## src/rtl/demultiplexer_buffered.sv

```systemverilog
// Registered 1-to-N demultiplexer: one input word is routed by index into one of
// N single-entry channel slots, each drained independently by its own consumer.
module demultiplexer_buffered #(
  parameter int WIDTH        = 16,
  parameter int SELECT_WIDTH = 3,
  localparam int N           = 2 ** SELECT_WIDTH
) (
  input  logic                    clk,
  input  logic                    reset_n,
  input  logic                    in_valid,
  output logic                    in_ready,
  input  logic [WIDTH-1:0]        data_in,
  input  logic [SELECT_WIDTH-1:0] index,
  output logic [N-1:0]            out_valid,
  input  logic [N-1:0]            out_ready,
  output logic [WIDTH-1:0]        data_out [N],
  output logic [SELECT_WIDTH:0]   occupancy
);

  // Handshake: a word moves on any rising edge where valid and ready are both 1.
  // The producer holds data_in/index stable while in_valid & !in_ready; consumers
  // see out_valid[i] = slot i FULL and take the word on out_valid[i] & out_ready[i].

  logic [N-1:0]          valid_q;
  logic [N-1:0]          valid_d;
  logic [N-1:0]          drain;
  logic [N-1:0]          accept_vec;
  logic                  accept;
  logic [SELECT_WIDTH:0] occ_d;

  // A full slot may still accept when its consumer drains in the same cycle.
  assign in_ready  = !valid_q[index] || out_ready[index];
  assign accept    = in_valid && in_ready;
  assign drain     = valid_q & out_ready;
  assign out_valid = valid_q;

  always_comb begin
    accept_vec = '0;
    if (accept) accept_vec[index] = 1'b1;
  end

  // Refill wins over drain on the same slot.
  assign valid_d = (valid_q & ~drain) | accept_vec;

  always_comb begin
    occ_d = '0;
    for (int i = 0; i < N; i++) begin
      occ_d = occ_d + (SELECT_WIDTH + 1)'(valid_d[i]);
    end
  end

  always_ff @(posedge clk) begin
    if (!reset_n) begin
      valid_q   <= '0;
      occupancy <= '0;
    end else begin
      valid_q   <= valid_d;
      occupancy <= occ_d;
    end
  end

  // Data is only written on accept; drains leave the last word visible.
  always_ff @(posedge clk) begin
    for (int i = 0; i < N; i++) begin
      if (!reset_n) begin
        data_out[i] <= '0;
      end else if (accept_vec[i]) begin
        data_out[i] <= data_in;
      end
    end
  end

endmodule

```

## config.mk

```make
export PLATFORM = sky130hd
export DESIGN_NAME = demultiplexer_buffered
export DESIGN_NICKNAME = d
export VERILOG_FILES = /design/src/rtl/demultiplexer_buffered.sv
export SDC_FILE = /design/constraint.sdc
export NUM_CORES = 1
export LEC_CHECK = 0
export ABC_CLOCK_PERIOD_IN_PS = 7150
export BUFFER_PORTS_ARGS = -buffer_cell sky130_fd_sc_hd__buf_2
export CORE_ASPECT_RATIO = 0.8
export CORE_MARGIN = 4
export CORE_UTILIZATION = 37
export CTS_CLUSTER_SIZE = 12
export DETAILED_ROUTE_END_ITERATION = 12
export PLACE_DENSITY_LB_ADDON = 0.2
export SLEW_MARGIN = 20
export SYNTH_ARGS = -nofsm -noshare
export SYNTH_HDL_FRONTEND = slang
export SYNTH_SLANG_ARGS = --single-unit
```

## constraint.sdc

```tcl
create_clock -name clk -period 7.15 [get_ports clk]
set_clock_uncertainty 0.1 [all_clocks]
set_input_delay 1.43 -clock clk [delete_from_list [all_inputs] [get_ports clk]]
set_output_delay 1.43 -clock clk [all_outputs]
set_load 0.01 [all_outputs]
```

Word-level counts from Yosys, hierarchy flattened --
Index checks and enable logic that the tools add are counted. W data, S select, Z words.
Word-level totals: output and inout bits 141, register bits 140, input port bits 30, logic and storage cells 34
Cells by class: $lt $le $gt $ge 2, reductions and logical operators 4, $add $sub $neg 7, bitwise operators 4, mux-type cells 7
Operators by type and width (count):
- $add A4 B1 Y4 | 4
- $and A8 B8 Y8 | 2
- $mux W8 | 1
- $not A8 Y8 | 1
- $or A8 B8 Y8 | 1
- $bmux W1 S3 | 2
- $add A3 B1 Y4 | 1
- $lt A3 B4 Y1 const B | 1
- $add A2 B1 Y3 | 1
- $demux W1 S3 | 1
- $ge A3 B1 Y1 const B | 1
- $mux W1 | 3
- $add A1 B1 Y2 | 1
- $logic_and A1 B1 Y1 | 2
- $logic_not A1 Y1 | 1
- $logic_or A1 B1 Y1 | 1

Longest topological paths before layout --
Gate-level depths: netlist of run 1.
depth in word-level cells 14, gate-level depth with buffers 16, depth with buffers taken out 13

Worst setup path after synthesis of run 1 --
Ideal clock, no wire load.
kind in2reg, start point input index[0], end point register occupancy[2], arrival time 5.441 ns, stages on the path 15, setup slack 1.494 ns, setup time 0.115 ns, required time 6.935 ns, cells stage by stage clkbuf_1 > mux4_2 > a2111o_1 > buf_6 > buf_12 > nand2_1 > fa_1 > inv_1 > fa_1 > fa_1 > inv_1 > ha_1 > fa_1 > xor2_1 > and2_1
Between the ends: word-level cells in the longest chain between the ends 14, elaborated cells on any way between the ends 21, those cells by class 7 x add/sub; 2 x order compare; 7 x mux; 1 x bitwise; 4 x reduce/logical
Ends and longest elaborated chain:
- from (decl) | line 13 | input logic [SELECT_WIDTH-1:0] index,
- branches (longest 5 deep; another with $lt A3 B4 Y1)
- $mux W8 * | line 39 | if (accept) accept_vec[index] = 1'b1;
- $or A8 B8 Y8 * | line 43 | assign valid_d = (valid_q & ~drain) | accept_vec;
- named net valid_d[0] | line 25 | logic [N-1:0] valid_d;
- $add A1 B1 Y2 * | line 48 | occ_d = occ_d + (SELECT_WIDTH + 1)'(valid_d[i]);
- $add A2 B1 Y3 * | line 48
- $add A3 B1 Y4 * | line 48
- $add A4 B1 Y4 * (4 in a row) | line 48
- to (signal assigned) | line 55 | occupancy <= '0;
- to (signal assigned) | line 58 | occupancy <= occ_d;
- to (decl) | line 17 | output logic [SELECT_WIDTH:0] occupancy
Mark *: on every way through the listed nets, which the timed path passes. The select of a mux whose other input is x is not followed. A chain may end at the register's enable or synchronous reset.

Final worst setup path of run 1 --
start point input index[2], end point register occupancy[2]
The elaborated chain is that of the path after synthesis.

==> flow_metrics.tcl, run 1 <==
set metrics [dict create \
    status "completed" \
    worst_pin_slew_ps 1040 \
    synthTopCellsByCount "nand2_1 (149), dfxtp_1 (140), mux2i_1 (132)" \
    grt_overflow_total 0 \
    synth_flop_cell "dfxtp_1" \
    numCtsBuffers 17 \
    p_leak_uw 0.00316 \
    drc 0 \
    ys_types 30 \
    grt_pass1_vias 4364 \
    cts_max_level 4 \
    ioPinCount 171 \
    postCtsSetupRepairBufs 0 \
    synth_top_area_share_pct 51.5 \
    arrival_ps 5750 \
    cp.required_ps 7350 \
    setup-violations-final 0 \
    swShare_pct 22.8 \
    period_share_pct 77.6 \
    endpoint_kind "register" \
    combPwrFrac_pct 7.2 \
    portBuffers 170 \
    avgSynthCellArea_sq_um 10.5 \
    clk_latency_ps 410 \
    cts_tree "done" \
    path_cells "buf_2 > mux2i_1 > mux4_2 > a2111oi_4 > buf_4 > or2_2 > fa_1 > inv_1 > fa_1 > fa_1 > inv_1 > ha_1 > fa_1 > xor2_1 > and2_1" \
    p_per_area_mw_per_mm2 256 \
    yosysMostFrequentCell "nand2_1" \
    dieHeight_microns 116 \
    antenna_found_initial 1 \
    netlist.top_cell.by_area "dfxtp_1" \
    grt_pass1_wl_microns 23900 \
    final.min_clock_period_ps 5550 \
    ys_warn_count 0 \
    ys_seq_area_share_pct 51.5 \
    crit_slowest_cell "mux4_2" \
    layout.nets 715 \
    crit_type "primary input to register" \
    synth_edf_count 0 \
    p_sw_uw 407 \
    diodes 0 \
    r2r_cells 13 \
    drt_wl_total_microns 15400 \
    drtIter0Drc 178 \
    intPower_uw 1380 \
    setup_tns_ps 0 \
    vias 4235 \
    cp_max_fo 18 \
    dr.pass1.iters 4 \
    fin_util_pct 48.6 \
    grt_use_total_pct 18.8 \
    die_w_microns 144 \
    irDropWorstVdd_mv 0.160 \
    cts_resized 0 \
    maxCapViolations 0 \
    worst_hold_path_type "register to register" \
    finalHoldViolCount 0 \
    rsz0062_at_grt "no" \
    synth-async-reset-ratio_pct 0 \
    dp_hpwl_microns 10600 \
    holdPathStages 2 \
    synthTopCellsByArea "dfxtp_1 (51%), mux2i_1 (24%), nand2_1 (10%), buf_12 (1.5%), fa_1 (1.5%)" \
    wl_per_cell_microns 17.6 \
    cts_buffer_depth 2 \
    antenna_left 0 \
    die-area_sq_mm 0.0167 \
    slew_viol_final 0 \
    viasPerCell 4.85 \
    cts.sinks 140 \
    drive_gt1_share_pct 31.7 \
    syn_nets 553 \
    nFillCells 1376 \
    syn_to_final_growth_pct 28.2 \
    initial_core_util_pct 37.9 \
    cts_root_buf "clkbuf_16" \
    power_frac_seq_pct 45.4 \
    ys_ff_latch 140 \
    crit_top_cell "fa_1" \
    syn_area_sq_mm 0.00544 \
    relSlewSlack_pct 30.7 \
    place.gp.congestion 0.847 \
    holdBufCountCts 0 \
    fmax_ghz 0.180 \
    clkPwrFrac_pct 47.5 \
    grt_max_degree 107 \
    syn_inst 516 \
    rows 39 \
    clkTransAtPathRegs_ps 60 \
    core_area_sq_mm 0.0143 \
    startpoint_type "primary input" \
    rrSetupSlack_ps 2650 \
    crit_path_max_incr_delay_ps 670 \
]
[cell families (layout without fill, tap and decap cells)]
kind of cell	count (synthesis)	in the layout	synth area share [%]
xor gates and xnor gates	1	1	0.161
and+or+nand+nor	172	172	12.7
buffers and inverters	42	216	5.13
muxes	134	134	25.1
adders and majority gates	7	7	2.16
AOI/OAI and AO/OA	20	20	3.22
DFF	140	140	51.5
[path summary, 6_finish.rpt]
check,startpoint,end
setup / recovery,index[2],occupancy[2]
hold / removal,data_out[10],data_out[10]
setup reg to reg,out_valid[1],occupancy[2]
hold reg to reg,data_out[10],data_out[10]
[metrics by stage]
step	instance area (sq um)	power, uW	instances	setup WS [ps]	hold WS [ps]
finish	6980	1780	874	1600	353
global route	6980	1850	874	1430	367
CTS	6980	1800	874	1590	354
detailed placement	6400	955	843	1160	345
global placement	6400	951	843	1310	341
floorplan	5440	902	516	1490	379
[placed cells by master, fill, tap and decap left out, types with 3 or more instances in the layout]
cell / Yosys / final
ha_1: 3 / 3
clkbuf_16: 0 / 17
buf_2: 3 / 169
inv_1: 6 / 6
mux2i_1: 132 / 132
fa_1: 4 / 4
buf_4: 3 / 10
or2_2: 3 / 3
clkbuf_1: 19 / 3
clkbuf_8: 0 / 6
a2111oi_2: 2 / 3
dfxtp_1: 140 / 140
nand2_1: 149 / 149
nor2b_1: 7 / 7
and2_1: 4 / 4
nor2_1: 5 / 5
o21a_1: 7 / 7
[power groups by stage]
stage	clock network (uW)	logic (uW)	registers, uW
final	847	128	809
after detailed placement	0	130	825
after floorplan	0	69.3	833
after global placement	0	126	825
after global routing	897	140	811
after CTS	863	130	809
[cell type report]
cell class | count | area, sq um | share of cell area, %
flip-flops and latches | 140 | 2800 | 40.2
multi-input cells | 334 | 2430 | 34.8
repair buffers | 179 | 921 | 13.2
clock buffers | 26 | 519 | 7.44
well taps | 184 | 230 | 3.30
clock inverters | 5 | 56.3 | 0.807
inverters | 6 | 22.5 | 0.323
[sequential cells by signal, indices dropped and copies added, names as in the netlist]
name,flops
occupancy,4
out_valid,8
data_out,128
[critical path: cells and delay by family]
family	cells	cell delay, ps
multiplexers	2	790
XOR/XNOR	1	170
buffers and inverters	4	710
adder cells (fa/ha/maj)	5	1970
AO/OA/AOI/OAI	1	340
AND/OR/NAND/NOR	2	340
[metal layers]
layer  GRT usage (%)  share of wire, %
met5               0             0.078
met4            6.59               1.4
met3            7.70                10
met2            28.6                44
met1            24.2                44
Note: power is estimated with default switching activity, not from simulation.
==> run 2: changes to the inputs <==
- ABC_CLOCK_PERIOD_IN_PS: 7150 -> 5090
- clock period: 7.15 -> 5.09 ns (I/O delays scaled with it)
==> run 2 against run 1 <==
Net effect: clock power increased by 55%; largest power group unchanged; die area is the same; non-clock buffer count grew 6; routed wire length shrank 1.0%; critical endpoint unchanged.
==> flow_metrics.tcl, run 2 (same netlist as run 1, synthesis figures left out) <==
set metrics [dict create \
    syn_to_final_growth_pct 30.0 \
    irDropWorstVdd_mv 0.224 \
    final_common_cell "buf_2" \
    startpoint_type "primary input" \
    clkTransAtPathRegs_ps 60 \
    grt_overflow_total 0 \
    cts_max_level 4 \
    antenna_found_initial 0 \
    crit_path_max_incr_delay_ps 600 \
    cts_resized 0 \
    crit_family "adder cells" \
    rows 39 \
    setup-violations-final 0 \
    maxCapViolations 0 \
    ioPinCount 171 \
    cp.required_ps 5290 \
    cts_tree "done" \
    vias 4253 \
    seq_area_sq_mm 0.00280 \
    grt_pass1_vias 4305 \
    drive_gt1_share_pct 32.4 \
    setup_tns_ps 0 \
    path_cells "buf_2 > mux2i_1 > mux4_2 > a2111o_1 > nand2_1 > fa_1 > inv_1 > fa_1 > fa_1 > inv_1 > ha_1 > fa_1 > xor2_1 > and2_1" \
    holdBufCountCts 0 \
    drc 0 \
    design_area_sq_mm 0.00708 \
    cts_root_buf "clkbuf_16" \
    initial_core_util_pct 37.9 \
    layout_common_cells "buf_2 (169), nand2_1 (149), dfxtp_1 (140)" \
    placed_area_sq_mm 0.00645 \
    relSlewSlack_pct 45.6 \
    nFillCells 1374 \
    multiInputGateArea_sq_mm 0.00243 \
    wl_per_cell_microns 17.3 \
    dp_hpwl_microns 10500 \
    worst_hold_path_type "register to register" \
    drtIter0Drc 172 \
    final.min_clock_period_ps 4650 \
    dpl_worst_slack_ps 25.8 \
    worst-path-buf-inv 3 \
    cts_buffer_depth 2 \
    rrSetupSlack_ps 1020 \
    grt_pass1_wl_microns 23600 \
    die-area_sq_mm 0.0167 \
    dr.pass1.iters 4 \
    period_share_pct 91.3 \
    cts.sinks 140 \
    drt_wl_total_microns 15200 \
    antenna_left 0 \
    slew_viol_final 0 \
    top_register "data_out" \
    worst_pin_slew_ps 817 \
    grt_use_total_pct 18.4 \
    numCtsBuffers 17 \
    postCtsSetupRepairBufs 0 \
    largest_register_ffs 128 \
    status "completed" \
    arrival_ps 4850 \
    place.gp.congestion 0.876 \
    p_leak_uw 0.00321 \
    core_area_sq_mm 0.0143 \
    portBuffers 170 \
    setup_slack_ps 444 \
    dieHeight_microns 116 \
    crit_slowest_cell "mux4_2" \
    clk_latency_ps 410 \
    layout.nets 721 \
    endpoint_kind "register" \
    crit_type "primary input to register" \
    grt_max_degree 117 \
    rsz0062_at_grt "no" \
    finalHoldViolCount 0 \
    die_w_microns 144 \
    diodes 0 \
    crit_top_cell "fa_1" \
    fmax_ghz 0.215 \
    cp_max_fo 5 \
    p_per_area_mw_per_mm2 371 \
    viasPerCell 4.83 \
]
-- run 2: changes by cell type in the layout (fill, tap and decap cells not counted), sizes merged --
cell / change
clkinvlp: +1
bufinv: +3
inv: +1
clkbuf: -4
buf: +6
-- run 2: routing by layer --
metal	wire [microns]	GRT usage, %
met1	7020	24.4
met2	6710	28.0
met3	1370	7.29
met4	137	5.52
met5	0	0
-- run 2: per-stage QoR --
stage                     hold slack, ps  total power, uW  utilization (%)  cells
final                                355             2630             49.3    881
after global routing                 364             2720             49.3    881
after CTS                            356             2660             49.3    881
after detailed placement             344             1350             44.9    849
after global placement               339             1340             44.9    849
after floorplan                      379             1270                -    516
-- run 2: where the power goes --
part           internal [uW]  switching, uW
Combinational           69.4            117
Sequential              1120           13.0
Clock                    847            460
Total                   2040            590
-- run 2: layout make-up --
type                       instances  area share, %
timing repair buffer             185           13.7
inverter                           6          0.318
tap                              184           3.25
sequential                       140           39.6
multi-input combinational        334           34.3
clock inverter                    10           2.30
clock buffer                      22           6.56
-- run 2: worst register-to-register path, cell delays in order, from the launching register on --
cell      delay (ps)
dfxtp_1          330
mux4_2           520
buf_4            190
a211oi_4         250
or2_2            170
fa_1             400
inv_1             90
fa_1             420
fa_1             540
inv_1             40
ha_1             200
fa_1             390
xor2_1           160
and2_1           150
-- run 2: worst paths after layout --
| path | startpoint | end | depth (start not counted) |
|---|---|---|---|
| min reg2reg | data_out[58] | data_out[58] | 2 |
| max reg2reg | out_valid[5] | occupancy[2] | 13 |
| min | data_out[58] | data_out[58] | 2 |
| max | index[2] | occupancy[2] | 14 |
==> run 3: changes to the inputs <==
- CORE_ASPECT_RATIO: 0.8 -> 0.7
==> run 3 against run 2 <==
Net effect: count of clock-buffer cells in the layout unchanged; die area increased by 0.12%; critical path depth unchanged; critical path type unchanged; highest routed layer unchanged.
==> flow_metrics.tcl, run 3 (same netlist as run 1, synthesis figures left out) <==
set metrics [dict create \
    final.min_clock_period_ps 4690 \
    path_cells "buf_2 > mux2i_1 > mux4_2 > a2111oi_4 > or2_2 > fa_1 > inv_1 > fa_1 > fa_1 > inv_1 > ha_1 > fa_1 > xor2_1 > and2_1" \
    design_area_sq_mm 0.00707 \
    portBuffers 170 \
    clk_latency_ps 410 \
    place.gp.congestion 0.838 \
    finalHoldViolCount 0 \
    largest_register_ffs 128 \
    cts_resized 0 \
    period_share_pct 92.2 \
    relSlewSlack_pct 41.6 \
    wl_per_cell_microns 17.4 \
    crit_family "adder cells" \
    die_w_microns 153 \
    holdWs_ps 355 \
    p_leak_uw 0.00320 \
    crit_top_cell "fa_1" \
    layout_common_cells "buf_2 (169), nand2_1 (149), dfxtp_1 (140)" \
    drtIter0Drc 164 \
    drc 0 \
    die-area_sq_mm 0.0167 \
    startpoint_type "primary input" \
    cts_tree "done" \
    numCtsBuffers 17 \
    nFillCells 1317 \
    top_register "data_out" \
    layout.nets 720 \
    crit_slowest_cell "mux4_2" \
    drt_wl_total_microns 15400 \
    cts_max_level 4 \
    initial_core_util_pct 38.5 \
    cts.sinks 140 \
    ioPinCount 171 \
    grt_use_total_pct 18.5 \
    slew_viol_final 0 \
    cts_root_buf "clkbuf_16" \
    worst_hold_path_type "register to register" \
    endpoint_kind "register" \
    rsz0062_at_grt "no" \
    diodes 0 \
    viasPerCell 4.70 \
    dr.pass1.iters 4 \
    antenna_left 0 \
    worst-path-buf-inv 3 \
    crit_path_max_incr_delay_ps 590 \
    syn_to_final_growth_pct 29.9 \
    crit_type "primary input to register" \
    holdBufCountCts 0 \
    final_common_cell "buf_2" \
    drive_gt1_share_pct 32.6 \
    placed_area_sq_mm 0.00645 \
    worst_pin_slew_ps 877 \
    setup-violations-final 0 \
    core_area_sq_mm 0.0141 \
    p_per_area_mw_per_mm2 368 \
    antenna_found_initial 0 \
    cp_max_fo 11 \
    cts_buffer_depth 2 \
    grt_overflow_total 0 \
    grt_pass1_vias 4346 \
    postCtsSetupRepairBufs 0 \
    status "completed" \
    fmax_ghz 0.213 \
    grt_max_degree 94 \
    grt_pass1_wl_microns 24000 \
    cp.required_ps 5290 \
    rows 36 \
    clkTransAtPathRegs_ps 60 \
    vias 4167 \
    dieHeight_microns 109 \
    seq_area_sq_mm 0.00280 \
    multiInputGateArea_sq_mm 0.00243 \
    irDropWorstVdd_mv 0.223 \
    maxCapViolations 0 \
    dp_hpwl_microns 10800 \
    arrival_ps 4900 \
]
-- run 3: per-layer routing --
metal	vias to the layer above	GRT usage [%]	routed length [microns]
li1	2055	-	-
met4	0	5.34	165
met2	131	27.9	6600
met3	11	8.73	1350
met1	1970	23.8	7320
met5	-	0	0
-- run 3: path summary, 6_finish.rpt --
check | from | depth (start not counted) | endpoint | slack (ps)
min reg2reg | data_out[55] | 2 | data_out[55] | 350
max reg2reg | out_valid[7] | 13 | occupancy[2] | 1000
max | index[2] | 14 | occupancy[2] | 400
min | data_out[55] | 2 | data_out[55] | 350
-- run 3: area by class of cell --
class	count	area share (%)
clock buffer	22	6.85
timing repair buffer	184	13.6
tap	190	3.36
sequential	140	39.7
multi-input combinational	334	34.3
clock inverter	10	1.93
inverter	6	0.319
-- run 3: per-stage QoR --
stage	setup slack (ps)	utilization [%]	power, uW	setup TNS [ps]	cells
final	397	50.0	2600	0	886
after global routing	206	50.0	2700	0	886
after CTS	408	50.0	2630	0	886
after detailed placement	-8.35	45.6	1350	-8.35	854
after global placement	106	45.6	1340	0	854
after floorplan	11.1	-	1270	0	516
-- run 3: where the power goes --
group / switching (uW) / total (uW) / internal, uW
Combinational: 117 / 185 / 68.0
Sequential: 13.1 / 1140 / 1120
Clock: 458 / 1280 / 822
Total: 588 / 2600 / 2010
-- run 3: worst reg2reg max path: cells and delay by family, from the launching register on --
family | cells | cell delay, ps
adder cells (fa/ha/maj) | 5 | 1970
multiplexers | 1 | 530
buffers and inverters | 3 | 330
flip-flops | 1 | 320
AND/OR/NAND/NOR | 2 | 320
AO/OA/AOI/OAI | 1 | 260
XOR/XNOR | 1 | 170
